## src/rtl/csa_pkg.sv

```systemverilog
// csa_pkg: shared state encoding and carry-save datapath widths for the CSA accumulator.
package csa_pkg;
    typedef enum logic [1:0] {IDLE, COLLECT, ISSUE, DONE} state_t;
    localparam int CSA_LANES = 4;
    localparam int CSA_OP_W  = 4;
    localparam int CSA_SUM_W = 6;
endpackage

```

## src/rtl/csa_accum_ctrl_if.sv

```systemverilog
// csa_accum_ctrl_if: job request, operand handshake and result bundle.
interface csa_accum_ctrl_if
    import csa_pkg::*;
#(
    parameter int ACC_W = 8
);
    logic                start;
    logic [4:0]          num_ops;
    logic                op_valid;
    logic [CSA_OP_W-1:0] op_data;
    logic                op_ready;
    logic                busy;
    logic [ACC_W-1:0]    result;
    logic                result_valid;
    logic                overflow;
    modport master (output start, num_ops, op_valid, op_data,
                    input  op_ready, busy, result, result_valid, overflow);
    modport slave  (input  start, num_ops, op_valid, op_data,
                    output op_ready, busy, result, result_valid, overflow);
endinterface

```

## src/rtl/carrysaveadder.sv

```systemverilog
// carrysaveadder: four 4-bit operands reduced by two 3:2 layers, then one final carry-propagate add.
module carrysaveadder
    import csa_pkg::*;
(
    input  logic [CSA_OP_W-1:0]  a,
    input  logic [CSA_OP_W-1:0]  b,
    input  logic [CSA_OP_W-1:0]  c,
    input  logic [CSA_OP_W-1:0]  d,
    output logic [CSA_SUM_W-2:0] sum,
    output logic                 cout
);
    logic [3:0] s1, c1;
    logic [4:0] x, y, z, s2, c2;
    assign s1 = a ^ b ^ c;
    assign c1 = (a & b) | (a & c) | (b & c);
    assign x  = {1'b0, s1};
    assign y  = {c1, 1'b0};
    assign z  = {1'b0, d};
    assign s2 = x ^ y ^ z;
    assign c2 = (x & y) | (x & z) | (y & z);
    assign {cout, sum} = {1'b0, s2} + {c2, 1'b0};
endmodule

```

## src/rtl/csa_accum_ctrl.sv

```systemverilog
// csa_accum_ctrl: packs up to MAX_OPS operands four per group and accumulates each group
// through a single shared carry-save adder.
module csa_accum_ctrl
    import csa_pkg::*;
#(
    parameter int ACC_W   = 8,
    parameter int MAX_OPS = 16
)(
    input logic             clk,
    input logic             rst_n,
    csa_accum_ctrl_if.slave bus
);
    state_t                    state_q;
    logic [CSA_OP_W-1:0]       lane_q [CSA_LANES];
    logic [1:0]                idx_q;
    logic [4:0]                rem_q;
    logic [ACC_W-1:0]          acc_q, res_q;
    logic                      rv_q, ovf_q;
    logic [CSA_SUM_W-2:0]      csa_sum;
    logic                      csa_cout;
    logic [ACC_W:0]            acc_d;
    logic [4:0]                n_d;

    carrysaveadder u_csa (
        .a(lane_q[0]), .b(lane_q[1]), .c(lane_q[2]), .d(lane_q[3]),
        .sum(csa_sum), .cout(csa_cout)
    );

    assign n_d   = bus.num_ops > 5'(MAX_OPS) ? 5'(MAX_OPS) : bus.num_ops;
    assign acc_d = {1'b0, acc_q} + (ACC_W+1)'({csa_cout, csa_sum});

    // result and result_valid are loaded on the edge into DONE so both are visible together.
    always_ff @(posedge clk or negedge rst_n) begin
        if (!rst_n) begin
            state_q <= IDLE;
            lane_q  <= '{default: '0};
            idx_q   <= '0;
            rem_q   <= '0;
            acc_q   <= '0;
            res_q   <= '0;
            rv_q    <= 1'b0;
            ovf_q   <= 1'b0;
        end else begin
            rv_q <= 1'b0;
            case (state_q)
                IDLE: if (bus.start) begin
                    rem_q   <= n_d;
                    acc_q   <= '0;
                    ovf_q   <= 1'b0;
                    lane_q  <= '{default: '0};
                    idx_q   <= '0;
                    state_q <= n_d == '0 ? DONE : COLLECT;
                    if (n_d == '0) begin
                        res_q <= '0;
                        rv_q  <= 1'b1;
                    end
                end
                COLLECT: if (bus.op_valid) begin
                    lane_q[idx_q] <= bus.op_data;
                    idx_q         <= idx_q + 2'd1;
                    rem_q         <= rem_q - 5'd1;
                    state_q       <= (idx_q == 2'd3 || rem_q == 5'd1) ? ISSUE : COLLECT;
                end
                ISSUE: begin
                    acc_q   <= acc_d[ACC_W-1:0];
                    ovf_q   <= ovf_q | acc_d[ACC_W];
                    lane_q  <= '{default: '0};
                    idx_q   <= '0;
                    state_q <= rem_q == '0 ? DONE : COLLECT;
                    if (rem_q == '0) begin
                        res_q <= acc_d[ACC_W-1:0];
                        rv_q  <= 1'b1;
                    end
                end
                DONE: state_q <= IDLE;
            endcase
        end
    end

    assign bus.op_ready     = state_q == COLLECT;
    assign bus.busy         = state_q != IDLE;
    assign bus.result       = res_q;
    assign bus.result_valid = rv_q;
    assign bus.overflow     = ovf_q;
endmodule
```

## src/flat_wrapper.sv

```systemverilog
// flat-port wrapper written by rule: the top's interface ports become plain ports
module csa_accum_ctrl_flat import csa_pkg::*;
#(
    parameter int ACC_W   = 8,
    parameter int MAX_OPS = 16
)
  (clk, rst_n, bus_start, bus_num_ops, bus_op_valid, bus_op_data, bus_op_ready, bus_busy, bus_result, bus_result_valid, bus_overflow);
  csa_accum_ctrl_if #(.ACC_W(ACC_W)) bus_i ();
  input logic clk;
  input logic rst_n;
  input wire logic [$bits(bus_i.start)-1:0] bus_start;
  input wire logic [$bits(bus_i.num_ops)-1:0] bus_num_ops;
  input wire logic [$bits(bus_i.op_valid)-1:0] bus_op_valid;
  input wire logic [$bits(bus_i.op_data)-1:0] bus_op_data;
  output wire logic [$bits(bus_i.op_ready)-1:0] bus_op_ready;
  output wire logic [$bits(bus_i.busy)-1:0] bus_busy;
  output wire logic [$bits(bus_i.result)-1:0] bus_result;
  output wire logic [$bits(bus_i.result_valid)-1:0] bus_result_valid;
  output wire logic [$bits(bus_i.overflow)-1:0] bus_overflow;
  assign bus_i.start = bus_start;
  assign bus_i.num_ops = bus_num_ops;
  assign bus_i.op_valid = bus_op_valid;
  assign bus_i.op_data = bus_op_data;
  assign bus_op_ready = bus_i.op_ready;
  assign bus_busy = bus_i.busy;
  assign bus_result = bus_i.result;
  assign bus_result_valid = bus_i.result_valid;
  assign bus_overflow = bus_i.overflow;
  csa_accum_ctrl #(.ACC_W(ACC_W), .MAX_OPS(MAX_OPS)) u_core (.clk(clk), .rst_n(rst_n), .bus(bus_i));
endmodule
```

## config.mk

```make
export PLATFORM = sky130hd
export DESIGN_NAME = csa_accum_ctrl_flat
export DESIGN_NICKNAME = d
export VERILOG_FILES = /design/src/rtl/csa_pkg.sv /design/src/rtl/csa_accum_ctrl_if.sv /design/src/rtl/carrysaveadder.sv /design/src/rtl/csa_accum_ctrl.sv /design/src/flat_wrapper.sv
export SDC_FILE = /design/constraint.sdc
export NUM_CORES = 1
export LEC_CHECK = 0
export ABC_AREA = 1
export CAP_MARGIN = 20
export CORE_MARGIN = 5
export CORE_UTILIZATION = 50
export DETAILED_ROUTE_END_ITERATION = 12
export PLACE_DENSITY = 0.71
export SYNTH_ARGS = -nofsm -noshare
export SYNTH_HDL_FRONTEND = slang
export SYNTH_HIERARCHICAL = 1
export SYNTH_SLANG_ARGS = --single-unit
```

## constraint.sdc

```tcl
create_clock -name clk -period 4.4 [get_ports clk]
set_input_delay 1.1 -clock clk [delete_from_list [all_inputs] [get_ports clk]]
set_output_delay 1.1 -clock clk [all_outputs]
set_load 0.01 [all_outputs]
```

==> impl_metrics.toml <==
[status]
status = "completed"

[floorplanning]
dieHeight_um = 81.2
dieArea_um2 = 6590
rows = 26
boundaryPins = 25
start_util = 0.506
core_area_um2 = 5010
die_x_um = 81.2

[critical_path]
crit_type = "reg2reg"
arrival_ns = 3.47
endpoint_kind = "flop"
worstPathMaxFanout = 5
critPathRequiredTime_ns = 4.57
worstSetupStartpointType = "flop"

[placement]
post-place-ws_ns = 1.09
gp_congestion = 0.834
numPlacedInstances = 392
port-buffer-count = 24
place_hpwl_um = 4170

[cts]
cts_setup_buffers = 0
cts.sinks = 43
cts_root_buf = "clkbuf_8"
htreeDepth = 2
cts_hold_buf = 0
cts.clk_slew.worst_paths_ns = 0.08
cts-resized-gates = 0
cts.path.max_buffers = 2
clkLatencyLatePin_ns = 0.29
cts_tree = "done"
numCtsBuffers = 5

[final_layout]
fill_cells = 480
diodes = 0
drive_gt1_frac = 0.0606
area_growth_pct = 15.4
finalNonFillerCells = 400
final_nets = 369

[logic_synthesis]
yosys_warnings = 6
syn-num-nets = 340
syn_area_um2 = 2530
synthDominantCellAreaShare = 0.424
syn_inst = 300
ys_seq_area_frac = 0.424
synth-adder-area-share = 0.160
synthMuxAreaShare = 0
synth_top_area_cell = "dfrtp_1"
synthTopCellsByArea = "dfrtp_1 (42%), nand2_1 (12%), ha_1 (8.9%)"
synthSimpleGateAreaFrac = 0.237
ys_ff_latch = 43
syn-mean-instance-area_um2 = 8.45
synth-compound-area-share = 0.111
synth_top_family_by_area = "simple AND/OR/NAND/NOR gates"
synthXorXnorAreaFrac = 0.00346
ys_types = 27

[route]
routedWlPerCell_um = 13.5
vias = 2049
ant_nets = 0
drtPass1Iterations = 4
viasPerCell = 5.12
drcViolationCount = 0
routed_wl_um = 5410
drt_iter0_markers = 104

[timing]
relSlewSlack = 0.381
period_needed_ns = 3.30
setup_viol = 0
rsz0062_at_grt = "no"
hold_viol_final = 0
worstMarginPinSlew_ns = 0.929
tns_ns = 0
setup_slack_ns = 1.10
fmax_ghz = 0.303
clock_skew_ns = 0.00458
slew_viol_final = 0
fin_crit_sh = 0.750

[global_route]
grt.total_usage = 0.187
grt-ovfl-total = 0
first_global_vias = 1990
antenna_found_initial = 0
grt_max_degree = 44
grt_pass1_wl_um = 9370

[power]
power_leakage_nw = 1.49
peakVddDrop_uv = 427
power_density_nw_per_um2 = 680
totalPowerFinal_mw = 1.99

[min_path]
hold_path_class = "reg2reg"

[job]
cap_violations = 0
synthesized netlist by cell type:
cell type,count
nand2_1,78
dfrtp_1,43
inv_1,37
o21ai_0,33
nand3_1,26
ha_1,18
nor2_1,15
a21oi_1,10
fa_1,9
nand4_1,5
a31oi_1,3
nand2_2,3
a22o_1,2
inv_2,2
nand3b_1,2
nor2_2,2
nor3_1,2
a21oi_2,1
a31o_2,1
buf_2,1
buf_6,1
nand3_2,1
nand4_2,1
nor2_4,1
o21ai_1,1
o31ai_1,1
xnor2_1,1
flip-flops by register name (all words and copies together), names as in the netlist:
name                     flops
u_core/bus.overflow          1
u_core/idx_q                 2
u_core/bus.result            8
u_core/rem_q                 5
u_core/bus.result_valid      1
u_core/state_q               2
u_core/acc_q                 8
u_core/lane_q               16
per-stage QoR:
step / instance area [um2] / hold WS (ns) / util
after floorplan: 2530 / 0.453 / -
after global placement: 2840 / 0.475 / 0.567
after detailed placement: 2840 / 0.480 / 0.567
after CTS: 2930 / 0.503 / 0.584
after global routing: 2930 / 0.538 / 0.584
final: 2930 / 0.494 / 0.584
critical path, cell delays in order, from the launching register on:
cell and delay (ns):
dfrtp_1 0.40, fa_1 0.53, inv_1 0.05, fa_1 0.44, inv_1 0.07, ha_1 0.18, inv_1 0.06, fa_1 0.47
inv_1 0.04, ha_1 0.32, nand3_1 0.12, nand3_1 0.12, nand2_1 0.12, nand3_1 0.09, nand3_1 0.10, o21ai_0 0.08
area by class of cell:
class | instances | area [um2] | share of cell area
Clock inverter | 2 | 12.5 | 0.00428
Tap cell | 70 | 87.6 | 0.0299
Sequential cell | 43 | 1080 | 0.368
Inverter | 39 | 146 | 0.0500
Clock buffer | 6 | 72.6 | 0.0248
Multi-Input combinational cell | 216 | 1300 | 0.443
Timing Repair Buffer | 24 | 235 | 0.0804
worst paths after layout:
check                                                    from                      endpoint  slack (ns)  cells after the start
worst max-delay path            u_core/lane_q[13]$_DFFE_PN0P_   u_core/acc_q[7]$_DFFE_PN0P_        1.10                     15
worst min-delay path             u_core/lane_q[0]$_DFFE_PN0P_  u_core/lane_q[0]$_DFFE_PN0P_        0.49                      2
worst max register to register  u_core/lane_q[13]$_DFFE_PN0P_   u_core/acc_q[7]$_DFFE_PN0P_        1.10                     15
worst min register to register   u_core/lane_q[0]$_DFFE_PN0P_  u_core/lane_q[0]$_DFFE_PN0P_        0.49                      2
max in group asynchronous                               rst_n  u_core/lane_q[1]$_DFFE_PN0P_        2.88                      1
min in group asynchronous                               rst_n   u_core/rem_q[1]$_DFFE_PN0P_        0.94                      1
report_power, final:
| part | switching (mW) | total, mW | internal, mW |
|---|---|---|---|
| sequential | 0.106 | 0.632 | 0.526 |
| combinational | 0.676 | 1.11 | 0.436 |
| clock | 0.134 | 0.245 | 0.111 |
| total | 0.916 | 1.99 | 1.07 |
layer usage:
metal	global-route usage	wire length [um]	vias to the layer above
met5	0	0	-
met2	0.301	2600	34
li1	-	-	1044
met1	0.252	2550	967
met4	0.0574	65	0
met3	0.0388	191	4
layout by cell type, fill, tap and decap left out:
cell and instances:
o31ai_1 1, clkbuf_1 1, dfrtp_1 43, inv_2 2, inv_1 37, nand4_1 5, a21oi_1 10, nand2_1 78
nor2_1 15, nand3_1 26, xnor2_1 1, clkdlybuf4s50_1 23, fa_1 9, o21ai_1 1, clkbuf_8 5, nor2_2 2
clkinvlp_4 1, clkinv_2 1, a31oi_1 3, nand3b_1 2, buf_2 1, a21oi_2 1, nand3_2 1, o21ai_0 33
a31o_2 1, a22o_1 2, nor3_1 2, ha_1 18, nand4_2 1, nor2_4 1, nand2_2 3
kinds of logic (layout without fill, tap and decap cells):
family / after synthesis / count (layout)
buffers and inverters: 41 / 71
flip-flops: 43 / 43
adder cells (fa/ha/maj): 27 / 27
XOR/XNOR: 1 / 1
AO/OA/AOI/OAI: 52 / 52
AND/OR/NAND/NOR: 136 / 136
Power figures use the tool's default switching activity.
